<file path="src/rtl/mips_pkg.sv">
// mips_pkg: shared constants and slot-priority encoding for the fetch stage and hazard units
package mips_pkg;
  localparam logic [31:0] NOP = 32'h0000_0000;
  localparam logic [31:0] PC_STEP = 32'd4;
  localparam logic [31:0] RESET_PC = 32'h0000_3000;
  typedef enum logic [2:0] {
    SLOT_RESET,
    SLOT_REDIRECT,
    SLOT_BUBBLE,
    SLOT_STALL,
    SLOT_ADVANCE
  } slot_e;
  function automatic slot_e slot_sel(input logic rst, input logic redirect, input logic [1:0] bubble, input logic stall);
    return rst ? SLOT_RESET : redirect ? SLOT_REDIRECT : |bubble ? SLOT_BUBBLE : stall ? SLOT_STALL : SLOT_ADVANCE;
  endfunction
endpackage

</file>
<file path="src/rtl/if_id_reg.sv">
// if_id_reg: IF/ID pipeline register with flush-to-NOP, load and hold
module if_id_reg
  import mips_pkg::*;
(
  input  logic        clk,
  input  logic        rst,
  input  logic        load,
  input  logic        flush,
  input  logic [31:0] instr_d,
  input  logic [31:0] pc4_d,
  output logic [31:0] instr,
  output logic [31:0] pc4,
  output logic        valid
);
  // flush wins over load; neither means hold
  always_ff @(posedge clk)
    if (rst || flush) begin
      instr <= NOP;
      pc4 <= '0;
      valid <= 1'b0;
    end else if (load) begin
      instr <= instr_d;
      pc4 <= pc4_d;
      valid <= 1'b1;
    end
endmodule

</file>
<file path="src/rtl/fetch_stage.sv">
// fetch_stage: PC, redirect/bubble/stall priority, IF/ID register and squash counter
module fetch_stage #(
  parameter logic [31:0] RESET_PC = mips_pkg::RESET_PC,
  parameter int          CNT_W    = 16
) (
  input  logic             clk,
  input  logic             rst,
  input  logic [1:0]       bubble,
  input  logic             redirect,
  input  logic [31:0]      redirect_pc,
  input  logic             stall,
  input  logic [31:0]      imem_rdata,
  output logic [31:0]      imem_addr,
  output logic [31:0]      id_instr,
  output logic [31:0]      id_pc4,
  output logic             id_valid,
  output logic             misalign,
  output logic [CNT_W-1:0] squash_cnt
);
  import mips_pkg::*;
  logic [31:0] pc, pc4;
  slot_e slot;
  logic squash, hold;
  assign pc4 = pc + PC_STEP;
  assign imem_addr = pc;
  assign slot = slot_sel(rst, redirect, bubble, stall);
  assign squash = slot == SLOT_REDIRECT || slot == SLOT_BUBBLE;
  assign hold = slot == SLOT_STALL || (slot == SLOT_BUBBLE && stall);
  // PC update, misalign pulse and saturating squash count
  always_ff @(posedge clk)
    if (slot == SLOT_RESET) begin
      pc <= RESET_PC;
      misalign <= 1'b0;
      squash_cnt <= '0;
    end else begin
      pc <= slot == SLOT_REDIRECT ? {redirect_pc[31:2], 2'b00} : hold ? pc : pc4;
      misalign <= slot == SLOT_REDIRECT && |redirect_pc[1:0];
      if (squash && !(&squash_cnt)) squash_cnt <= squash_cnt + CNT_W'(1);
    end
  if_id_reg u_if_id (
    .clk(clk),
    .rst(rst),
    .load(slot == SLOT_ADVANCE),
    .flush(squash),
    .instr_d(imem_rdata),
    .pc4_d(pc4),
    .instr(id_instr),
    .pc4(id_pc4),
    .valid(id_valid)
  );
endmodule

</file>
<file path="config.mk">
export PLATFORM = sky130hd
export DESIGN_NAME = fetch_stage
export DESIGN_NICKNAME = d
export VERILOG_FILES = /design/src/rtl/mips_pkg.sv /design/src/rtl/if_id_reg.sv /design/src/rtl/fetch_stage.sv
export SDC_FILE = /design/constraint.sdc
export NUM_CORES = 1
export LEC_CHECK = 0
export BUFFER_PORTS_ARGS = -buffer_cell sky130_fd_sc_hd__buf_4
export CORE_ASPECT_RATIO = 0.7
export CORE_MARGIN = 4
export CORE_UTILIZATION = 40
export CTS_CLUSTER_SIZE = 40
export DETAILED_ROUTE_END_ITERATION = 10
export PLACE_DENSITY = 0.76
export SLEW_MARGIN = 20
export SYNTH_ARGS = -nofsm -noshare
export SYNTH_HDL_FRONTEND = slang
export SYNTH_SLANG_ARGS = --single-unit
export TNS_END_PERCENT = 10
</file>
<file path="constraint.sdc">
create_clock -name clk -period 3.7 [get_ports clk]
set_clock_uncertainty 0.15 [all_clocks]
set_input_delay 0.555 -clock clk [delete_from_list [all_inputs] [get_ports clk]]
set_output_delay 0.555 -clock clk [all_outputs]
set_load 0.02 [all_outputs]
</file>
==> impl_metrics.py, run 1 <==
metrics = {
    "layout": {
        "final_common_cell": "buf_4",
        "fin_util": 0.547,
        "synthToLayoutAreaGrowth_pct": 31.1,
        "drive_gt1_frac": 0.274,
        "layout_common_cells": "buf_4 (183), dfxtp_1 (110), nor2_1 (67)",
        "num-nets-final": 829,
        "fill_cells": 1188,
        "antenna_cells": 0,
        "stdcell_count": 924,
    },
    "worst_setup_path": {
        "r2r_setup_slack_ns": 0.94,
        "worstSetupStartpointType": "flip-flop",
        "rr_worst_depth": 4,
        "worst-path-max-fanout": 17,
        "end_kind": "flip-flop",
        "crit_required_ns": 3.81,
        "reg2reg_from": "imem_addr[5]",
        "criticalPathCategory": "reg2reg",
        "worstPathArrival_ns": 2.87,
        "r2r-end": "imem_addr[24]",
    },
    "detailed_routing": {
        "drc": 0,
        "drt-total-wl_mm": 16.9,
        "drtPass1Iterations": 5,
        "drt_iter0_drc": 348,
        "viasPerCell": 5.85,
        "vias": 5404,
        "routedWlPerCell_um": 18.3,
        "ant_nets": 0,
    },
    "min_path": {
        "min_from": "redirect_pc[0]",
        "hp-class": "in2reg",
        "whs_endpoint": "misalign",
        "worstHoldPathCells": 3,
    },
    "synth": {
        "async_flop_share": 0,
        "synthFlopType": "dfxtp_1",
        "ys_seq_area_frac": 0.416,
        "syn_area_sq_um": 5300,
        "synth_edf_count": 0,
        "ys_types": 56,
        "ys_warn_count": 0,
        "ys_ff_latch": 110,
        "synthCells": 613,
        "avgSynthCellArea_sq_um": 8.64,
    },
    "clocking": {
        "cts_resized": 0,
        "postCtsHoldBufs": 0,
        "cts_root_buf": "clkbuf_16",
        "cts_buffer_depth": 2,
        "ctsHtreeMaxLevel": 3,
        "cts_sinks": 110,
        "cts_setup_buffers": 0,
        "cts_buffers": 9,
        "tritoncts": "done",
        "clkTransAtPathRegs_ns": 0.08,
        "clk_latency_ns": 0.35,
    },
    "pwr": {
        "max-vdd-ir-drop_uv": 227,
        "p_per_area_nw_per_um2": 375,
        "p_leak_nw": 2.75,
    },
    "timing": {
        "tns_ns": 0,
        "holdWs_ns": 0.265,
        "rsz0062_at_grt": "false",
        "setup_slack_ns": 0.940,
        "worst_pin_slew_ns": 0.773,
        "hold_viol_final": 0,
        "max_freq_mhz": 362,
        "setup_viol": 0,
        "relSlewSlack": 0.480,
        "finalMaxSlewViolations": 0,
        "period_share": 0.746,
        "min_period_ns": 2.76,
    },
    "floorplanning": {
        "start_util": 0.418,
        "core-area_sq_um": 12700,
        "io_pins": 184,
        "die_area_sq_um": 15200,
        "num_rows": 34,
        "die_w_um": 146,
        "die_h_um": 104,
    },
    "global_routing": {
        "grt_start_max_net_pins": 54,
        "grtUsageTotal": 0.217,
        "grt_pass1_vias": 5184,
        "grt_overflow": 0,
        "antenna_found_initial": 0,
        "grt_pass1_wl_mm": 27.1,
    },
    "placement": {
        "dp_cells": 908,
        "portBuffers": 179,
        "place_congestion": 0.830,
        "place_ws_ns": 0.927,
        "dp_hpwl_mm": 12.1,
    },
    "job": {
        "drv_cap": 0,
    },
    "status": {
        "status": "complete, no violations",
    },
}
-- power by group --
part	leakage, nW	internal [mW]	switching, mW
sequential	0.896	1.22	0.0619
clock	0.150	0.540	0.470
combinational	1.70	0.147	0.167
-- through the flow --
step                power, mW  cell area [sq um]
finish                   2.60               6940
detailed placement       1.62               6640
global route             2.71               6940
CTS                      2.63               6940
global placement         1.61               6640
floorplan                1.47               5310
-- cell type report --
| type | instances | area, sq um | share of cell area |
|---|---|---|---|
| timing repair buffer | 183 | 1370 | 0.198 |
| tap | 162 | 203 | 0.0292 |
| inverter | 8 | 30.0 | 0.00433 |
| multi-input combinational | 445 | 2830 | 0.407 |
| clock inverter | 6 | 76.3 | 0.0110 |
| sequential | 110 | 2200 | 0.317 |
| clock buffer | 10 | 229 | 0.0330 |
-- registers in the layout, summed over array words and instances (netlist names) --
name and cells:
imem_addr 30, u_if_id.instr 32, u_if_id.pc4 30, squash_cnt 16, misalign 1, u_if_id.valid 1
-- worst max-delay path, cell delays in order, from the launching register on --
cell and delay [ns]:
dfxtp_1 0.59, and4_1 0.61, nand3_2 0.45, or4_1 0.59, a311oi_1 0.27
-- logic make-up (layout without fill, tap and decap cells) --
kind of cell / count (synthesis) / after routing / synth area share
flip-flops: 110 / 110 / 0.416
XOR/XNOR: 16 / 16 / 0.0265
adder cells (fa/ha/maj): 2 / 2 / 0.00473
buffers and inverters: 61 / 207 / 0.0525
AND/OR/NAND/NOR: 237 / 237 / 0.246
multiplexers: 36 / 36 / 0.0685
AO/OA/AOI/OAI: 150 / 150 / 0.185
other: 1 / 4 / 0.000708
-- routing by layer --
metal | GRT usage | part of all wire | up-vias
met5 | 0 | 0 | -
met4 | 0.0481 | 0.0099 | 0
met3 | 0.0775 | 0.11 | 13
met2 | 0.335 | 0.44 | 271
met1 | 0.292 | 0.44 | 2543
li1 | - | - | 2577
-- worst max path at each step --
| stage | from | endpoint | slack, ns | depth (start not counted) |
|---|---|---|---|---|
| 2_1_floorplan | stall | imem_addr[21] | 1.54 | 7 |
| 5_1_grt | imem_addr[5] | imem_addr[22] | 0.77 | 4 |
| 6_report | imem_addr[5] | imem_addr[24] | 0.94 | 4 |
| 4_1_cts | imem_addr[5] | imem_addr[24] | 1.00 | 4 |
| 3_3_place_gp | stall | imem_addr[29] | 1.00 | 5 |
| 3_5_place_dp | stall | imem_addr[19] | 0.93 | 5 |
-- synthesized netlist by cell type, types with 4 or more instances --
| master | number | area (sq um) |
|---|---|---|
| dfxtp_1 | 110 | 2200 |
| nor2_1 | 67 | 251 |
| o21ai_0 | 48 | 240 |
| nand2_1 | 35 | 131 |
| mux2i_1 | 34 | 340 |
| clkbuf_1 | 29 | 109 |
| a21oi_1 | 24 | 120 |
| nand4_1 | 20 | 125 |
| o31ai_1 | 20 | 150 |
| or3_1 | 20 | 125 |
| or4_1 | 20 | 150 |
| a311oi_1 | 18 | 158 |
| nand3_1 | 17 | 85.1 |
| a31oi_1 | 14 | 87.6 |
| buf_2 | 11 | 55.1 |
| and4_1 | 10 | 87.6 |
| nor3_1 | 9 | 45.0 |
| xnor2_1 | 8 | 70.1 |
| xor2_1 | 8 | 70.1 |
| buf_4 | 7 | 52.6 |
| a211oi_1 | 6 | 45.0 |
| nor4_1 | 6 | 37.5 |
| inv_1 | 5 | 18.8 |
| and2_1 | 4 | 25.0 |
| and3_1 | 4 | 25.0 |
| buf_1 | 4 | 15.0 |
| nand2b_1 | 4 | 25.0 |
| nand4b_1 | 4 | 35.0 |
| nor4b_1 | 4 | 35.0 |
| o31a_1 | 4 | 35.0 |
(Power assumes the default switching activity.)
==> run 2, diff against run 1 <==
Settings changed: ABC_AREA set to 1, PLACE_DENSITY 0.76 to 0.79.
Clock period 3.7 ns to 2.2 ns, I/O delays scaled along.
==> impl_metrics.py, run 2 <==
metrics = {
    "status": {
        "status": "complete, no violations",
    },
    "clocking": {
        "postCtsHoldBufs": 0,
        "cts_setup_buffers": 0,
        "ctsHtreeMaxLevel": 3,
        "cts_root_buf": "clkbuf_16",
        "cts_resized": 0,
        "cts_buffers": 9,
        "cts_buffer_depth": 2,
        "clk_latency_ns": 0.35,
        "clkTransAtPathRegs_ns": 0.08,
        "tritoncts": "done",
        "cts_sinks": 110,
    },
    "placement": {
        "portBuffers": 179,
        "dp_hpwl_mm": 13.2,
        "place_congestion": 0.964,
    },
    "layout": {
        "drive_gt1_frac": 0.252,
        "layout_common_cells": "nand2_1 (261), buf_4 (194), dfxtp_1 (110)",
        "final_common_cell": "nand2_1",
        "largest_register_ffs": 32,
        "antenna_cells": 0,
        "regMostFlops": "u_if_id.instr",
        "synthToLayoutAreaGrowth_pct": 34.0,
        "num-nets-final": 1029,
    },
    "synth": {
        "ys_types": 33,
        "synthFlopType": "dfxtp_1",
        "synthAdderAreaFrac": 0.00469,
        "ys_ff_latch": 110,
        "synth_largest_type_area_fraction": 0.413,
        "synth_simple_gate_area_frac": 0.337,
        "synthCells": 786,
        "synth_area_leaders": "dfxtp_1 (41%), nand2_1 (18%), nand3_1 (5.8%)",
        "syn_area_sq_um": 5330,
        "synth-xor-area-share": 0.0427,
        "synth-compound-area-share": 0.127,
        "ys_seq_area_frac": 0.413,
        "yosysTopAreaCell": "dfxtp_1",
        "synth_edf_count": 0,
        "ys_warn_count": 0,
        "synth_common_cells": "nand2_1 (261), dfxtp_1 (110), nor2_1 (75), nand3_1 (62), o21ai_0 (51)",
        "async_flop_share": 0,
        "avgSynthCellArea_sq_um": 6.78,
        "synth_most_common_cell": "nand2_1",
        "muxShareOfSynthArea": 0,
        "synth_top_family_by_area": "simple AND/OR/NAND/NOR gates",
    },
    "timing": {
        "max_freq_mhz": 501,
        "setup_viol": 0,
        "min_period_ns": 2.00,
        "tns_ns": 0,
        "period_share": 0.907,
        "hold_viol_final": 0,
        "finalMaxSlewViolations": 0,
        "rsz0062_at_grt": "false",
    },
    "global_routing": {
        "grt_start_max_net_pins": 48,
        "use_met1": 0.303,
        "antenna_found_initial": 0,
        "grtUsageTotal": 0.219,
        "met3_usage": 0.0593,
        "top_usage_layer": "met2",
        "grt_pass1_vias": 5445,
        "use_met2": 0.349,
        "grt_overflow": 0,
        "grt_pass1_wl_mm": 27.6,
    },
    "worst_setup_path": {
        "crit_start": "squash_cnt[0]",
        "worstSetupStartpointType": "flip-flop",
        "slowest_stage": "dfxtp_1",
        "criticalPathCategory": "reg2reg",
        "crit_top_cell": "nand2_1",
        "crit_required_ns": 2.30,
        "end_kind": "flip-flop",
        "slowest_delay_ns": 0.40,
        "worstPathArrival_ns": 2.10,
        "reg2reg_from": "squash_cnt[0]",
        "path_cells": "ha_1 -> nand3_1 -> nor3_4 -> nand3_2 -> nand2_4 -> inv_2 -> nand2_1 -> nand2_1 -> nand2_1 -> nor2_1",
        "worst-path-max-fanout": 17,
    },
    "floorplanning": {
        "num_rows": 34,
        "core-area_sq_um": 12700,
        "io_pins": 184,
        "die_area_sq_um": 15300,
        "start_util": 0.419,
        "die_h_um": 105,
        "die_w_um": 146,
    },
    "pwr": {
        "p_leak_nw": 3.24,
        "p_per_area_nw_per_um2": 636,
        "max-vdd-ir-drop_uv": 423,
        "p_total_mw": 4.55,
    },
    "detailed_routing": {
        "drt_iter0_drc": 335,
        "routedWlPerCell_um": 15.2,
        "drtPass1Iterations": 5,
        "vias": 5700,
        "ant_nets": 0,
        "drt-total-wl_mm": 17.1,
        "viasPerCell": 5.07,
        "drc": 0,
    },
    "min_path": {
        "min_from": "imem_rdata[7]",
        "hp-class": "in2reg",
    },
    "job": {
        "drv_cap": 0,
    },
}
run 2: cell count changes in the layout (fill, tap and decap cells not counted), moves of 11 or more:
cell / previous run / this run
nand4_1: 20 / 3
nand2_1: 35 / 261
or4_1: 20 / 0
or3_1: 20 / 0
o31ai_1: 20 / 0
nand3_1: 17 / 62
a311oi_1: 18 / 0
inv_1: 5 / 48
mux2i_1: 34 / 0
buf_4: 183 / 194
a21oi_1: 24 / 48
run 2: path summary, 6_finish.rpt:
kind | to | slack [ns] | depth (start not counted)
worst min register to register | u_if_id.instr[22] | 0.31 | 2
worst min-delay path | u_if_id.instr[7] | 0.02 | 3
worst max-delay path | squash_cnt[2] | 0.20 | 10
worst max register to register | squash_cnt[2] | 0.20 | 10
run 2: cell type report:
| class | count | area (sq um) |
|---|---|---|
| repair buffers | 196 | 1500 |
| multi-input cells | 585 | 2740 |
| well taps | 162 | 203 |
| clock inverters | 5 | 42.5 |
| flip-flops and latches | 110 | 2200 |
| fillers | 1255 | 5570 |
| clock buffers | 11 | 253 |
| inverters | 55 | 206 |
run 2: cell families after synthesis:
family                   Yosys count
AND/OR/NAND/NOR                  427
AO/OA/AOI/OAI                    126
flip-flops                       110
buffers and inverters             94
XOR/XNOR                          26
adder cells (fa/ha/maj)            2
other                              1
run 2: through the flow:
step / cells / util / instance area, sq um / hold WS, ns / worst slack, ns
after detailed placement: 1108 / 0.539 / 6850 / 0.297 / 0.225
after CTS: 1124 / 0.562 / 7150 / 0.00370 / 0.220
after global routing: 1124 / 0.562 / 7150 / 0.0211 / 0.0336
after floorplan: 789 / - / 5340 / 0.283 / 0.365
final: 1124 / 0.562 / 7150 / 0.0183 / 0.205
after global placement: 1108 / 0.539 / 6850 / 0.293 / 0.265
run 2: per-layer routing:
metal,vias up,wire [um]
met3,12,1450
met1,2602,8130
met4,0,167
met2,229,7320
li1,2857,-
met5,-,0
run 2: worst max-delay path: cells and delay by family, from the launching register on:
kind | cells | cell delay [ns]
and+or+nand+nor | 8 | 0.96
DFF | 1 | 0.40
adders and majority gates | 1 | 0.23
buffers and inverters | 1 | 0.15
run 2: report_power, final:
part | switching, mW | internal [mW]
Sequential | 0.102 | 2.09
Clock | 0.759 | 0.841
Combinational | 0.441 | 0.316
Total | 1.30 | 3.24
